--- src/rtl/serial_tc_pkg.sv ---
// Shared types and constants for the bit-serial two's-complement negation block.
package serial_tc_pkg;

  localparam int TC_W = 8;

  typedef enum logic [1:0] {
    IDLE  = 2'd0,
    SHIFT = 2'd1,
    HOLD  = 2'd2
  } tc_state_e;

endpackage

--- src/rtl/serial_tc_cell.sv ---
// Serial complement cell: passes bits unchanged up to and including the first 1,
// inverts every bit after it (LSB-first two's-complement negation).
module serial_tc_cell (
  input  logic clk,
  input  logic r,
  input  logic clr,
  input  logic en,
  input  logic bit_in,
  output logic bit_out
);

  logic seen_q, seen_d;

  always_comb begin
    seen_d = seen_q;
    if (clr)     seen_d = 1'b0;
    else if (en) seen_d = seen_q | bit_in;
  end

  always_ff @(posedge clk or posedge r) begin
    if (r) seen_q <= 1'b0;
    else   seen_q <= seen_d;
  end

  assign bit_out = seen_q ? ~bit_in : bit_in;

endmodule

--- src/rtl/serial_negate_ctrl.sv ---
// Word-level sequencer: accepts a parallel word, negates it one bit per clock
// through serial_tc_cell, and presents the collected result on an output handshake.
module serial_negate_ctrl
  import serial_tc_pkg::*;
#(
  parameter int W = TC_W
) (
  input  logic         clk,
  input  logic         r,
  input  logic         in_valid,
  output logic         in_ready,
  input  logic [W-1:0] in_data,
  output logic         out_valid,
  input  logic         out_ready,
  output logic [W-1:0] out_data,
  output logic         out_ovf,
  output logic         busy
);

  localparam int CNT_W = (W > 1) ? $clog2(W) : 1;
  localparam logic [CNT_W-1:0] LAST     = CNT_W'(W - 1);
  localparam logic [W-1:0]     MOST_NEG = {1'b1, {(W-1){1'b0}}};

  tc_state_e        state_q, state_d;
  logic [CNT_W-1:0] cnt_q, cnt_d;
  logic [W-1:0]     opnd_q, opnd_d;
  logic [W-1:0]     res_q, res_d;
  logic             ovf_q, ovf_d;
  logic             vld_q, vld_d;
  logic             busy_q, busy_d;
  logic             cell_clr, cell_en, cell_y;

  serial_tc_cell u_cell (
    .clk    (clk),
    .r      (r),
    .clr    (cell_clr),
    .en     (cell_en),
    .bit_in (opnd_q[0]),
    .bit_out(cell_y)
  );

  assign in_ready = (state_q == IDLE) && !r;

  always_comb begin
    state_d  = state_q;
    cnt_d    = cnt_q;
    opnd_d   = opnd_q;
    res_d    = res_q;
    ovf_d    = ovf_q;
    cell_clr = 1'b0;
    cell_en  = 1'b0;
    unique case (state_q)
      IDLE: begin
        if (in_valid && in_ready) begin
          opnd_d   = in_data;
          cnt_d    = '0;
          cell_clr = 1'b1;
          ovf_d    = (in_data == MOST_NEG);
          state_d  = SHIFT;
        end
      end
      SHIFT: begin
        cell_en = 1'b1;
        res_d   = {cell_y, res_q[W-1:1]};
        opnd_d  = opnd_q >> 1;
        // Counter parks at LAST rather than wrapping; it is reloaded on accept.
        if (cnt_q == LAST) state_d = HOLD;
        else               cnt_d   = cnt_q + CNT_W'(1);
      end
      HOLD: begin
        if (out_ready) state_d = IDLE;
      end
      default: state_d = IDLE;
    endcase
    // Status outputs are registered copies of the next state.
    vld_d  = (state_d == HOLD);
    busy_d = (state_d != IDLE);
  end

  always_ff @(posedge clk or posedge r) begin
    if (r) begin
      state_q <= IDLE;
      cnt_q   <= '0;
      opnd_q  <= '0;
      res_q   <= '0;
      ovf_q   <= 1'b0;
      vld_q   <= 1'b0;
      busy_q  <= 1'b0;
    end else begin
      state_q <= state_d;
      cnt_q   <= cnt_d;
      opnd_q  <= opnd_d;
      res_q   <= res_d;
      ovf_q   <= ovf_d;
      vld_q   <= vld_d;
      busy_q  <= busy_d;
    end
  end

  assign out_valid = vld_q;
  assign out_data  = res_q;
  assign out_ovf   = ovf_q;
  assign busy      = busy_q;

endmodule

--- config.mk ---
export PLATFORM = sky130hd
export DESIGN_NAME = serial_negate_ctrl
export DESIGN_NICKNAME = d
export VERILOG_FILES = /design/src/rtl/serial_tc_pkg.sv /design/src/rtl/serial_tc_cell.sv /design/src/rtl/serial_negate_ctrl.sv
export SDC_FILE = /design/constraint.sdc
export NUM_CORES = 1
export LEC_CHECK = 0
export ABC_AREA = 1
export CELL_PAD_IN_SITES_DETAIL_PLACEMENT = 1
export CELL_PAD_IN_SITES_GLOBAL_PLACEMENT = 2
export CORE_ASPECT_RATIO = 1.25
export CORE_MARGIN = 2
export CORE_UTILIZATION = 28
export DETAILED_ROUTE_END_ITERATION = 16
export PLACE_DENSITY_LB_ADDON = 0.1
export SLEW_MARGIN = 20
export SYNTH_ARGS = -nofsm -noshare
export SYNTH_HDL_FRONTEND = slang
export SYNTH_SLANG_ARGS = --single-unit
--- constraint.sdc ---
create_clock -name clk -period 1.4 [get_ports clk]
set_input_delay 0.21 -clock clk [delete_from_list [all_inputs] [get_ports clk]]
set_output_delay 0.21 -clock clk [all_outputs]
set_load 0.02 [all_outputs]
### Word level (Yosys, flattened, before mapping)

Index checks and enable logic that the tools add are counted.

* register bits: 25
* bits of input ports: 12

* $add $sub $neg: 1
* equal/unequal tests: 7
* muxes and demuxes: 15
* bitwise logic cells: 2
* reductions and logical operators: 10

Operators with widths (number)
* $pmux 8 s2: 1
* $eq 8x8->1 const B: 1
* $mux 8: 1
* $mux 1: 6
* $mux 2: 3
* $mux 3: 2
* $pmux 2 s3: 1
* $pmux 3 s2: 1
* $reduce_bool 2->1: 3
* $eq 2x2->1 const B: 2
* $reduce_and 2->1: 2
* $add 3x1->3 const B: 1
* $eq 3x3->1 const B: 1
* $reduce_and 3->1: 1
* $eq 2x1->1 const B: 1
* $logic_and 1x1->1: 2
* $logic_not 2->1: 1
* $ne 2x1->1 const B: 1
* $ne 2x2->1 const B: 1
* $logic_not 1->1: 1
* $not 1->1: 1
* $or 1x1->1: 1

### Logic depth before layout (Yosys ltp)

Gate-level depths: netlist (run 1).

* depth in word-level cells: 6
* gate-level depth with buffers: 7

### Hierarchy

From an unflattened synthesis (run 1), not the netlist that was laid out.

* cells, all modules: 153
* area, all modules: 1196.1 um^2

Modules (own cells, without submodules)
* serial_negate_ctrl: times used 1, cells an instance 143, area each 1128.6 um^2, seq. area each 600.6 um^2
* serial_tc_cell: times used 1, cells an instance 10, area each 67.6 um^2, seq. area each 25.0 um^2

### Worst setup path before layout (run 1)

No wires, ideal clock.

* kind: input-to-reg
* start: input port r
* end: register cnt_q[0]
* setup time: 0.117 ns
* data arrival time: 1.321 ns
* required time: 1.283 ns
* path slack: -0.037 ns
* stages on the path: 5
* buffers on the path: 1
* path through: inv_1 -> nand3_4 -> buf_2 -> nand3_1 -> nand2_1

* cells in the longest elaborated chain, start to end: 5

RTL lines
* start: declaration: RTL line serial_negate_ctrl.sv:9 `input logic r,`
* $logic_not 1->1 (no line)
* $logic_and 1x1->1: RTL line serial_negate_ctrl.sv:42 `assign in_ready = (state_q == IDLE) && !r;`
* $logic_and 1x1->1: RTL line serial_negate_ctrl.sv:54 `if (in_valid && in_ready) begin`
* $ne 2x1->1 (no line)
* $reduce_and 3->1 (no line)
* end signal: assignment: RTL line serial_negate_ctrl.sv:91 `cnt_q <= cnt_d;`
* end: declaration: RTL line serial_negate_ctrl.sv:25 `logic [CNT_W-1:0] cnt_q, cnt_d;`

Every way passes these cells.
A chain may end at the register's enable or synchronous reset.

### Worst setup path after layout (run 1)

* start: input port r
* end: register opnd_q[0]

* cells in the longest elaborated chain, start to end: 5

RTL lines
* $logic_not 1->1 (no line)
* $logic_and 1x1->1: RTL line serial_negate_ctrl.sv:42
* $logic_and 1x1->1: RTL line serial_negate_ctrl.sv:54
* $ne 2x1->1 (no line)
* $reduce_and 2->1 (no line)
* end signal: assignment: RTL line serial_negate_ctrl.sv:92 `opnd_q <= opnd_d;`
* end: declaration: RTL line serial_negate_ctrl.sv:26 `logic [W-1:0] opnd_q, opnd_d;`

Every way passes these cells.

==> reports/qor.txt, run 1 <==
Antenna Cells: 0
Multiplexer area fraction after synthesis: 0%
CP Max Fanout: 8
Largest net degree at the start of global routing: 19
Critical path type: primary input to flip-flop
DRT Pass-1 Iters: 3
Max_cap viols: 0
Skew final: 1.92 ps
Worst hold path class: primary input to async pin
Synth Area in XOR/XNOR: 0%
Synth unique cells: 15
Vias: 1049
HPWL after DPL: 2280 um
Max incr delay on CP: 510 ps
Startpoint Class: primary input
Initial Util: 29.2%
Pwr per Cell Area: 1960 nW/um^2
Number of placement rows: 26
Clock sink count: 25
Worst flop-to-flop path startpoint: state_q[1]
Worst setup margin: 113 ps
Nets@finish: 203
Worst skew pair latency: 270 ps
# DRC: 0
First-pass GRT wire length: 5110 um
Root Buffer Master: clkbuf_8
Cells after Synth: 152
Slew HR: 83.5%
Die span in y: 76.8 um
Arrival @ worst endpoint: 1450 ps
R2R depth: 8
Critical Path Sink Type: flip-flop
Syn avg cell area: 7.81 um^2
RSZ-0062 raised after global routing: no
Initial antenna violation count: 0
Cell Area, Synth: 1190 um^2
Final Max Slew Viols: 0
Via-to-Cell Ratio: 4.32
CTS tree: yes
Gpl congestion: 0.742
Syn Nets: 167
H-tree level count: 1
Peak VDD IR: 482 uV
CTS hold repair buffers: 0
Fmax: 777 MHz
Clock transition at the registers of the reported paths: 90 ps
Syn. warnings: 0
Worst R2R End: opnd_q[0]
Pre-CTS WS: -265 ps
Avg WL per Cell: 11.9 um
FF-to-FF setup slack: 140 ps
GRT Total Usage: 13.3%
Tmin final: 1290 ps
Vias in the first global route: 1178
Most frequent cells in the layout: 77 x nand2_1, 25 x dfrtp_1, 13 x buf_4
Worst setup path startpoint: r
Final hold viol count: 0
Adder-Cell Fraction of Synth Area: 3.16%
CP Data Required Time: 1560 ps
Fin crit share: 91.9%
Commonest non-fill, non-tap cell in the layout: nand2_1
Post-synthesis sequential area ratio: 52.7%
Crit-path cells: clkdlybuf4s50_1 > clkinvlp_4 > buf_4 > nand3_4 > nand2_1 > nand2_1 > nand2_1
Synth Area in Compound Gates: 1.26%
Area of the die: 4780 um^2
Iter 0 DRT Violations: 32
Share of layout cells above drive strength 1: 14.4%
Crit path to: opnd_q[0]
Main combinational cell family by area after synthesis: simple AND/OR/NAND/NOR gates
Status: completed
Routed WL: 2880 um
Core Area: 4070 um^2
PortBufs: 23
Worst slew pin tran: 248 ps
TritonCTS Buffers: 3
Post-DRT Antenna Nets: 0
Final setup fails: 0
CTS Buffer Depth: 2
Area grow syn2layout: 33.7%
Yosys reg bits: 25
Design area: 1590 um^2
Critical Path Most Common Cell: nand2_1
LEAKAGE: 0.881 nW
Die width: 62.2 um
GRT Residual Overflow: 0
Critical Path Slowest Stage Cell: clkdlybuf4s50_1
Instance area after placement: 1560 um^2
Simple-Gate Fraction of Synth Area: 36.6%
Ports: 24
[state kept, by name (all words and copies together), names as in the netlist]
name           flops
opnd_q             8
out_data           8
cnt_q              3
state_q            2
busy               1
out_ovf            1
out_valid          1
u_cell.seen_q      1
[what timing repair did]
action | CTS | global route
setup buffers | 0 | 0
gates resized for setup | 14 | 2
endpoints found under the setup margin | 12 | 3
hold endpoints to repair | 0 | 0
[cell type report]
class,instances,area [um^2]
fillers,516,2480
flip-flops and latches,25,626
inverters,12,48.8
well taps,56,70.1
multi-input cells,110,489
repair buffers,36,309
clock buffers,4,45.0
[how the worst min path moves through the flow]
stage                start     endpoint  depth (start not counted)
6_report                 r    out_valid                          3
3_5_place_dp       out_ovf      out_ovf                          2
5_1_grt                  r    out_valid                          3
4_1_cts                  r     cnt_q[2]                          3
3_3_place_gp   out_data[0]  out_data[0]                          2
2_1_floorplan            r         busy                          1
[per-stage QoR]
| stage | util (%) | std cells | hold slack [ps] | TNS, ps | total power [mW] |
|---|---|---|---|---|---|
| floorplan | - | 152 | 114 | 0 | 2.16 |
| global placement | 38.3 | 239 | 465 | -2060 | 2.73 |
| detailed placement | 38.3 | 239 | 475 | -2570 | 2.82 |
| CTS | 39.1 | 243 | 312 | 0 | 3.19 |
| global route | 39.0 | 243 | 320 | 0 | 3.45 |
| finish | 39.0 | 243 | 311 | 0 | 3.10 |
[where the power goes]
part,internal (mW),switching [mW]
Sequential,1.01,0.163
Clock,0.204,0.227
Combinational,0.594,0.910
[worst max-delay path, delay by kind of cell]
family	cells	cell delay (ps)
buf+inv	3	800
simple gates	4	440
[cell usage after synthesis]
library cell | n | area (um^2)
nand2_1 | 78 | 293
dfrtp_1 | 25 | 626
nand3_1 | 12 | 60.1
inv_1 | 9 | 33.8
nor2_1 | 9 | 33.8
buf_2 | 3 | 15.0
ha_1 | 3 | 37.5
inv_2 | 3 | 11.3
buf_4 | 2 | 15.0
nand2_2 | 2 | 12.5
o21ai_0 | 2 | 10.0
nand3_4 | 1 | 17.5
nor2_2 | 1 | 6.26
nor2_4 | 1 | 11.3
o21ai_1 | 1 | 5.00
[kinds of logic after synthesis]
family          after synthesis
fa+ha+maj                     3
compound gates                3
buf+inv                      17
simple gates                104
flops                        25
[per-layer routing]
layer	wire length, um	vias up	global-route usage (%)
met3	84	4	1.76
met2	1540	19	24.7
met5	0	-	0
li1	-	528	-
met1	1230	498	15.3
met4	34	0	5.33
Note: power is estimated with default switching activity, not from simulation.
==> inputs of run 2 (changes only) <==
CTS_CLUSTER_SIZE = 24   (was not set)
==> results of run 2 <==
The final DEF is identical to that of run 1; final timing and power are the same.
